===== src/rtl/decoder_pkg.sv =====
// Shared widths and types for the 3-to-8 select decoder.
package decoder_pkg;

  localparam int SEL_W = 3;
  localparam int OUT_W = 8;

  // One-hot word produced by the decoder. Exactly one bit is set while the
  // decoder is enabled, and no bit is set while it is disabled.
  typedef logic [OUT_W-1:0] onehot8_t;

endpackage : decoder_pkg


===== src/rtl/decoder_3to8_if.sv =====
// Select/decode bundle between a select source and the 3-to-8 decoder.
interface decoder_3to8_if;
  import decoder_pkg::*;

  logic             en;       // decode enable
  logic [SEL_W-1:0] a;        // binary select
  onehot8_t         s;        // combinational one-hot decode
  onehot8_t         s_q;      // registered copy of s
  logic             valid_q;  // registered copy of en

  // The select source drives en/a and consumes the decode results.
  modport master (
    output en,
    output a,
    input  s,
    input  s_q,
    input  valid_q
  );

  // The decoder consumes en/a and produces the decode results.
  modport slave (
    input  en,
    input  a,
    output s,
    output s_q,
    output valid_q
  );

endinterface : decoder_3to8_if


===== src/rtl/decoder_2to4.sv =====
// 2-to-4 line decoder with enable, built from inverters and AND gates.
module decoder_2to4 (
  input  logic       en,
  input  logic [1:0] a,
  output logic [3:0] y
);

  logic a0_n;
  logic a1_n;

  // Inverted select lines shared by the AND terms below.
  assign a0_n = ~a[0];
  assign a1_n = ~a[1];

  // One AND term per output line; all lines stay low while en is low.
  assign y[0] = en & a1_n & a0_n;
  assign y[1] = en & a1_n & a[0];
  assign y[2] = en & a[1] & a0_n;
  assign y[3] = en & a[1] & a[0];

endmodule : decoder_2to4


===== src/rtl/decoder_3to8.sv =====
// Structural 3-to-8 line decoder with enable. The combinational one-hot word
// is built from two 2-to-4 decoders split on the select MSB; a registered copy
// of the word and of the enable is kept for synchronous consumers.
module decoder_3to8
  import decoder_pkg::*;
(
  input  logic           clk,
  input  logic           rst,
  decoder_3to8_if.slave  bus
);

  onehot8_t s_comb;
  logic     en_lo;
  logic     en_hi;

  // The select MSB picks which half of the output word may be active.
  assign en_lo = bus.en & ~bus.a[2];
  assign en_hi = bus.en &  bus.a[2];

  // Lower half: a = 0..3 drives s[3:0].
  decoder_2to4 u_dec_lo (
    .en (en_lo),
    .a  (bus.a[1:0]),
    .y  (s_comb[3:0])
  );

  // Upper half: a = 4..7 drives s[7:4].
  decoder_2to4 u_dec_hi (
    .en (en_hi),
    .a  (bus.a[1:0]),
    .y  (s_comb[7:4])
  );

  // The combinational output ignores clk and rst entirely.
  assign bus.s = s_comb;

  // Output register: captures the decode and the enable each rising edge,
  // cleared immediately whenever rst is high.
  always_ff @(posedge clk or posedge rst) begin
    if (rst) begin
      bus.s_q     <= '0;
      bus.valid_q <= 1'b0;
    end else begin
      // NOTE: non-blocking assignments so both registers sample pre-edge values
      // regardless of statement order or other processes triggered by this edge.
      bus.s_q     <= s_comb;
      bus.valid_q <= bus.en;
    end
  end

endmodule : decoder_3to8


===== src/flat_wrapper.sv =====
// flat-port wrapper written by rule: the top's interface ports become plain ports
module decoder_3to8_flat import decoder_pkg::*;
  (clk, rst, bus_en, bus_a, bus_s, bus_s_q, bus_valid_q);
  decoder_3to8_if bus_i ();
  input  logic clk;
  input  logic rst;
  input wire logic [$bits(bus_i.en)-1:0] bus_en;
  input wire logic [$bits(bus_i.a)-1:0] bus_a;
  output wire logic [$bits(bus_i.s)-1:0] bus_s;
  output wire logic [$bits(bus_i.s_q)-1:0] bus_s_q;
  output wire logic [$bits(bus_i.valid_q)-1:0] bus_valid_q;
  assign bus_i.en = bus_en;
  assign bus_i.a = bus_a;
  assign bus_s = bus_i.s;
  assign bus_s_q = bus_i.s_q;
  assign bus_valid_q = bus_i.valid_q;
  decoder_3to8 u_core (.clk(clk), .rst(rst), .bus(bus_i));
endmodule

===== config.mk =====
export PLATFORM = sky130hd
export DESIGN_NAME = decoder_3to8_flat
export DESIGN_NICKNAME = d
export VERILOG_FILES = /design/src/rtl/decoder_pkg.sv /design/src/rtl/decoder_3to8_if.sv /design/src/rtl/decoder_2to4.sv /design/src/rtl/decoder_3to8.sv /design/src/flat_wrapper.sv
export SDC_FILE = /design/constraint.sdc
export NUM_CORES = 1
export LEC_CHECK = 0
export BUFFER_PORTS_ARGS = -buffer_cell sky130_fd_sc_hd__buf_2
export CORE_AREA = 10 10 47 49
export DETAILED_ROUTE_END_ITERATION = 8
export DIE_AREA = 0 0 57 59
export PLACE_DENSITY_LB_ADDON = 0.3
export REMOVE_ABC_BUFFERS = 1
export SKIP_CTS_REPAIR_TIMING = 1
export SLEW_MARGIN = 20
export SYNTH_ARGS = -nofsm -noshare
export SYNTH_HDL_FRONTEND = slang
export SYNTH_HIERARCHICAL = 1
export SYNTH_SLANG_ARGS = --single-unit

===== constraint.sdc =====
create_clock -name clk -period 1.1 [get_ports clk]
set_input_delay 0.165 -clock clk [delete_from_list [all_inputs] [get_ports clk]]
set_output_delay 0.165 -clock clk [all_outputs]
set_load 0.01 [all_outputs]

# Word-level counts from Yosys, hierarchy flattened
# Index checks and enable logic that the tools add are counted.
# word_totals
ff_bits	9
inputBits	6
output_inout_bits	17
# op_classes
bitwise_logic	17
# op_table
op	count
AND 1 bit	14
NOT 1 bit	3

# Depth between registers and ports, before layout
# Gate-level depths: netlist (run 1).
# depth
depth_word	4
mapped_depth	2
mapped_depth_nobuf	2

# Hierarchy
# Netlist (run 1), hierarchy kept.
# by_module_without_submodules
mod	instances	cells_per_inst	area_each_um2	seq_area_each_um2
decoder_3to8	1	12	245.2	225.2
decoder_2to4	2	4	37.5	0.0

# Worst setup path after synthesis (run 1)
# No wires, ideal clock.
# synth_timing
path_type	input to output
startpoint	input port bus_a[2]
endpoint	output port bus_s[0]
arrival_ns	0.607
slack_ns	0.328
path_stages	2
n_path_buf	0
path_cell_list	and2b_2 nor3b_2
# synth_via
elab_chain_len	4
# synth_lines
element	line	rtl
start: declaration	flat_wrapper.sv:8	input wire logic [$bits(bus_i.a)-1:0] bus_a;
NOT 1 bit	decoder_3to8.sv:17	assign en_lo = bus.en & ~bus.a[2];
AND 1 bit	decoder_3to8.sv:17	
AND 1 bit (2 in a row)	decoder_2to4.sv:16	assign y[0] = en & a1_n & a0_n;
end: declaration	flat_wrapper.sv:9	output wire logic [$bits(bus_i.s)-1:0] bus_s;
# Every way passes these cells.

# Final worst setup path (run 1)
# layout_timing
startpoint	input port bus_en
endpoint	output port bus_s[3]
# layout_via
elab_chain_len	3
# layout_lines
element	line	rtl
start: declaration	flat_wrapper.sv:7	input wire logic [$bits(bus_i.en)-1:0] bus_en;
AND 1 bit	decoder_3to8.sv:17	
via u_core.en_lo	decoder_3to8.sv:13	logic en_lo;
AND 1 bit (2 in a row)	decoder_2to4.sv:19	assign y[3] = en & a[1] & a[0];
# The timed path passes the listed nets, and every way through them passes these cells.

==> out/results.ini, run 1 <==
[outcome]
status = finished clean

[floorplanning]
die_y_um = 59
die_x_um = 57
io_pins = 23
rows = 14
start_util_pct = 22.9
dieArea_um2 = 3360
coreArea_um2 = 1400

[cells_and_area]
layout.nets = 54
syn_to_final_growth_pct = 52.0
stdcell_area_um2 = 487
diodes = 0
final-instance-count-excl-fill = 63
drive_gt1_share_pct = 66.0

[sta]
period_minus_slack_ns = 0.975
tightest_slew_ns = 0.333
finalSetupViolCount = 0
slew_headroom_pct = 77.8
rsz0062_at_grt = false
tns_ns = 0
whs_ns = 0.0411
fmax_mhz = 1030
finalCritPeriodShare_pct = 88.7
final_max_slew_viol_count = 0
hold_violations = 0

[setup_path]
cp_slowest_stage_delay_ns = 0.20
cp_cell_sequence = buf_2 > and2b_2 > and3_2 > buf_2
crit_path_end_kind = output port
worstPathRequired_ns = 0.94
crit_fanout = 4
cp-start-kind = input pin
slowest_stage = and2b_2
arrival_ns = 0.81
path_class = input pin to output port
path_common_cell = buf_2

[global_routing]
grt_first_pass_wirelength_mm = 1.29
grt_pass1_vias = 276
grt_max_degree = 10
gr-usage-all-layers_pct = 5.14
antenna_found_initial = 0
gr-total-overflow = 0

[synth]
synth_top_area_cell = dfrtp_1
synth_most_common_cell = dfrtp_1
synth_common_cells = dfrtp_1, and3b_1, and3_2, nor3b_2
ys_ff_latch = 9
syn_area_um2 = 320
synthCells = 20
synth_edf_count = 0
synth_cell_types = 7
async_flop_share_pct = 100
ys_seq_area_share_pct = 70.3
yosys_most_used_dff = dfrtp_1
synth_area_per_cell_um2 = 16.0
yosysWarnings = 6
yosys-top-cells-area = dfrtp_1, and3b_1, nor3b_2
synth_top_area_share_pct = 70.3

[power]
power_w = 0.000654
clockPowerShare_pct = 37.2
seqPwrFrac_pct = 52.3
comb_power_share_pct = 10.5
p_switching_w = 0.000144
power_leakage_nw = 0.309
power.density_nw_per_um2 = 1340
vdd_ir_drop_max_mv = 0.478
swShare_pct = 22.0
p_int_w = 0.000510

[detailed_routing]
wl_um = 830
vias = 244
drt-vias-per-instance = 3.87
drt_first_iter_violations = 2
antenna_left = 0
wl_per_cell_um = 13.2
drc_errors = 0
firstDrtPassIters = 2

[placement]
port_buffers = 22
place_area_um2 = 450
globalplace.congestion = 0.565
numPlacedInstances = 58

[run]
maxCapViolCount = 0

[clock_tree]
clockBufferDepth = 2
cts-buffers-inserted = 3
cts.clk_slew.worst_paths_ns = 0.06
cts_root_buf = clkbuf_4
cts.sinks = 9
cts_htree_levels = 1
cts_tree = yes

[min_path]
hp-class = input pin to flip-flop
holdPathStages = 1

-- final cells by class --
cell class                 count  area (µm²)
timing repair buffer          23         120
sequential                     9         225
multi-input combinational     10        91.3
tap                           16        20.0
clock buffer                   4        26.3
inverter                       1        3.75
fill                         166         915
-- registers in the layout, summed over array words and instances (netlist names) --
name,cells
u_core/bus.s_q,8
u_core/bus.valid_q,1
-- metrics by stage --
step,worst slack (ns),utilization (%)
6_report,0.125,34.7
5_1_grt,0.0737,34.7
4_1_cts,0.119,34.0
3_5_place_dp,0.120,32.1
3_3_place_gp,0.119,32.1
2_1_floorplan,0.328,-
-- cells by family after synthesis --
kind of cell           after synthesis  synth area share, %
AND/OR/NAND/NOR                     10                 28.5
flip-flops                           9                 70.3
buffers and inverters                1                 1.17
-- routing by layer --
layer | GRT usage [%] | share of wire [%] | vias to the layer above
met2 | 6.67 | 45 | 13
met3 | 4.51 | 12 | 0
met5 | 0 | 0 | -
met1 | 5.11 | 43 | 108
li1 | - | - | 123
met4 | 4.03 | 0 | 0
-- power groups by stage --
stage               sequential (W)  clock [W]  combinational, W
floorplan                 0.000354          0         0.0000245
global placement          0.000348          0         0.0000667
detailed placement        0.000348          0         0.0000676
CTS                       0.000342   0.000253         0.0000676
global route              0.000343   0.000277         0.0000755
finish                    0.000342   0.000243         0.0000686
-- cells in the final DEF (no fill, tap or decap), drive strengths merged --
cell	count
clkbuf	4
and3	2
and2b	1
dlygate4sd3	1
dfrtp	9
and3b	4
buf	22
inv	1
nor3b	2
and2	1
-- worst max-delay path: cells and delay by family --
family,cells,cell delay [ns]
buffers and inverters,2,0.25
and+or+nand+nor,2,0.40
-- path summary, 6_finish.rpt --
check                      slack, ns                  to  startpoint
hold / removal                  0.04  u_core/bus.valid_q      bus_en
max in group asynchronous       0.45   u_core/bus.s_q[7]         rst
min in group asynchronous       0.41   u_core/bus.s_q[5]         rst
setup / recovery                0.12            bus_s[3]      bus_en
(Power assumes the default switching activity.)
==> run 2, diff against run 1 <==
==> constraint.sdc (replaced) <==
create_clock -name clk -period 1.1 [get_ports clk]
set_input_delay 0.11 -clock clk [delete_from_list [all_inputs] [get_ports clk]]
set_output_delay 0.11 -clock clk [all_outputs]
set_load 0.01 [all_outputs]
==> out/results.ini, run 2 (synthesized netlist as in run 1, its figures left out) <==
[global_routing]
grt_first_pass_wirelength_mm = 1.28
gr-usage-all-layers_pct = 5.01
antenna_found_initial = 0
grt_pass1_vias = 283
gr-total-overflow = 0
grt_max_degree = 10

[power]
power_w = 0.000651
vdd_ir_drop_max_mv = 0.381
power_leakage_nw = 0.313
power.density_nw_per_um2 = 1310

[setup_path]
path_class = input pin to output port
worstPathRequired_ns = 0.99
crit_fanout = 4
cp-start-kind = input pin
crit_path_end_kind = output port
arrival_ns = 0.76

[floorplanning]
rows = 14
die_x_um = 57
start_util_pct = 22.9
io_pins = 23
dieArea_um2 = 3360
coreArea_um2 = 1400
die_y_um = 59

[placement]
globalplace.congestion = 0.570
place_area_um2 = 450
port_buffers = 22

[sta]
finalSetupViolCount = 0
tightest_slew_ns = 0.330
tns_ns = 0
rsz0062_at_grt = false
period_minus_slack_ns = 0.870
slew_headroom_pct = 78.0
finalCritPeriodShare_pct = 79.1
fmax_mhz = 1150
hold_violations = 0
final_max_slew_viol_count = 0

[cells_and_area]
fillers = 153
diodes = 0
top_regs = u_core/bus.s_q (8), u_core/bus.valid_q (1)
largest_register = u_core/bus.s_q
layout.nets = 55
largest_reg_flops = 8
drive_gt1_share_pct = 64.6
stdcell_area_um2 = 497
syn_to_final_growth_pct = 55.1
final_common_cell = buf_2
layout_common_cells = buf_2, dfrtp_1, and3b_1

[clock_tree]
cts-buffers-inserted = 3
clockBufferDepth = 2
cts.sinks = 9
cts_htree_levels = 1
cts_root_buf = clkbuf_4
cts_tree = yes
cts.clk_slew.worst_paths_ns = 0.06

[outcome]
status = finished clean

[min_path]
worstHoldEndpoint = u_core/bus.s_q[4]
min_from = bus_a[0]
hp-class = input pin to flip-flop
holdPathStages = 2

[detailed_routing]
drt_first_iter_violations = 0
drc_errors = 0
antenna_left = 0
firstDrtPassIters = 1
wl_um = 812
drt-vias-per-instance = 3.88
vias = 248
wl_per_cell_um = 12.7

[run]
maxCapViolCount = 0

==> run 2: cell count changes in the layout (fill, tap and decap cells not counted) <==
cell / previous run / this run
dlygate4sd3_1: 1 / 2
==> run 2: critical path, stage by stage <==
cell	delay (ns)
buf_2	0.10
and2b_2	0.20
and3_2	0.20
buf_2	0.14
==> run 2: where the power goes <==
part / switching (W) / internal (W) / leakage, nW
sequential: 0.00000192 / 0.000340 / 0.121
clock: 0.0000992 / 0.000139 / 0.0150
combinational: 0.0000380 / 0.0000327 / 0.177
==> run 2: area by class of cell <==
cell class / instances / area [µm²] / share of cell area [%]
Sequential cell: 9 / 225 / 45.3
Inverter: 1 / 3.75 / 0.756
Clock buffer: 4 / 26.3 / 5.29
Multi-Input combinational cell: 10 / 91.3 / 18.4
Tap cell: 16 / 20.0 / 4.03
Timing Repair Buffer: 24 / 130 / 26.2
==> run 2: worst max path at each step <==
stage                   from                end  slack [ns]  cells past startpoint
floorplan           bus_a[2]  u_core/bus.s_q[0]        0.43                      2
global placement      bus_en           bus_s[3]        0.23                      4
detailed placement    bus_en           bus_s[3]        0.23                      4
CTS                   bus_en           bus_s[3]        0.22                      4
global route        bus_a[2]           bus_s[0]        0.17                      4
finish                bus_en           bus_s[3]        0.23                      4
==> run 2: metal layers <==
| metal | vias up | share of wire (%) | track usage (%) |
|---|---|---|---|
| li1 | 127 | - | - |
| met2 | 13 | 47 | 7.91 |
| met3 | 0 | 12 | 3.86 |
| met1 | 108 | 40 | 4.49 |
| met5 | - | 0 | 0 |
| met4 | 0 | 0 | 3.02 |
==> run 2: metrics by stage <==
step / std cells / util [%] / setup slack [ns] / hold slack, ns
after CTS: 62 / 34.0 / 0.221 / -0.192
after detailed placement: 58 / 32.1 / 0.230 / 0.0836
after global routing: 64 / 35.4 / 0.169 / 0.124
after global placement: 58 / 32.1 / 0.230 / 0.0789
final: 64 / 35.4 / 0.230 / 0.119
after floorplan: 20 / - / 0.433 / -0.0621
==> run 3, diff against run 2 <==
- clock period: 1.1 -> 0.8 ns (I/O delays scaled with it)
==> out/results.ini, run 3 (synthesized netlist as in run 1, its figures left out) <==
[outcome]
status = finished, violations left
violations = setup timing

[setup_path]
path_buf_inv = 1
arrival_ns = 0.75
path_depth = 1
cp_slowest_stage_delay_ns = 0.36
endpoint = bus_s_q[2]
worstPathRequired_ns = 0.72
cp-start-kind = flip-flop
cp_top_family = flip-flops
crit_fanout = 1
path_class = flip-flop to output port
crit_path_start = u_core/bus.s_q[2]
slowest_stage = dfrtp_1
crit_path_end_kind = output port
cp_cell_sequence = buf_2

[placement]
hpwl_um = 670
port_buffers = 22
globalplace.congestion = 0.625

[sta]
period_minus_slack_ns = 0.829
fmax_mhz = 1210
final_max_slew_viol_count = 0
rsz0062_at_grt = true
finalSetupViolCount = 10
hold_violations = 0
tns_ns = -0.180
whs_ns = 0.106
setup_slack_ns = -0.0286
finalCritPeriodShare_pct = 104
slew_headroom_pct = 77.3
tightest_slew_ns = 0.340

[floorplanning]
coreArea_um2 = 1400
io_pins = 23
dieArea_um2 = 3360
die_x_um = 57
rows = 14
start_util_pct = 22.9
die_y_um = 59

[cells_and_area]
top_regs = u_core/bus.s_q (8), u_core/bus.valid_q (1)
syn_to_final_growth_pct = 73.8
diodes = 0
seq_area_um2 = 225
multiInputGateArea_um2 = 97.6
largest_reg_flops = 8
final_common_cell = buf_2
largest_register = u_core/bus.s_q
fillers = 145
layout_common_cells = buf_2, dfrtp_1, buf_6
drive_gt1_share_pct = 66.7
layout.nets = 58

[clock_tree]
cts.clk_slew.worst_paths_ns = 0.06
cts_root_buf = clkbuf_4
cts.sinks = 9
cts_tree = yes
cts-buffers-inserted = 3
cts_htree_levels = 1
clockBufferDepth = 2

[power]
power.density_nw_per_um2 = 1670
power_w = 0.000928
vdd_ir_drop_max_mv = 0.579
power_leakage_nw = 0.340

[detailed_routing]
vias = 256
drt-vias-per-instance = 3.82
wl_per_cell_um = 12.4
antenna_left = 0
wl_um = 832
drc_errors = 0
drt_first_iter_violations = 2
firstDrtPassIters = 2

[global_routing]
gr-usage-all-layers_pct = 4.83
use_met2_pct = 6.98
grt_use_met1_pct = 4.71
grt_busiest_layer = met2
met3_usage_pct = 3.86
grt_pass1_vias = 271
grt_max_degree = 10
gr-total-overflow = 0
grt_first_pass_wirelength_mm = 1.24
antenna_found_initial = 0

[run]
maxCapViolCount = 0

[min_path]
holdPathStages = 2
hp-class = input pin to flip-flop

## run 3: changes by cell type in the layout (fill, tap and decap cells not counted), sizes merged
| cell | before | now |
|---|---|---|
| buf | 22 | 25 |
## run 3: how the worst min path moves through the flow
stage	startpoint	to
after detailed placement	rst	u_core/bus.s_q[3]
final	bus_a[1]	u_core/bus.s_q[4]
after floorplan	rst	u_core/bus.s_q[0]
after global routing	bus_a[1]	u_core/bus.s_q[4]
after global placement	rst	u_core/bus.s_q[3]
after CTS	rst	u_core/bus.s_q[5]
## run 3: routing by layer
metal | vias to the layer above | share of wire [%]
met5 | - | 0
li1 | 128 | -
met2 | 13 | 49
met4 | 0 | 0
met3 | 0 | 11
met1 | 115 | 40
## run 3: power by group
part | internal (W) | total [W] | switching (W)
clock | 0.000192 | 0.000340 | 0.000148
sequential | 0.000468 | 0.000471 | 0.00000292
combinational | 0.0000614 | 0.000117 | 0.0000557
## run 3: layout make-up
cell class                 count  area share [%]
clock buffer                   4            4.72
timing repair buffer          27            33.0
sequential                     9            40.4
multi-input combinational     10            17.5
tap                           16            3.60
inverter                       1           0.674
## run 3: per-stage QoR
step                      cell area (µm²)  util [%]  setup WS (ns)  std cells
after global placement                450      32.1        -0.0111         58
after global routing                  557      39.7        -0.0537         67
after floorplan                       320         -          0.163         20
final                                 557      39.7        -0.0286         67
after CTS                             477      34.0        -0.0395         62
after detailed placement              450      32.1        -0.0131         58
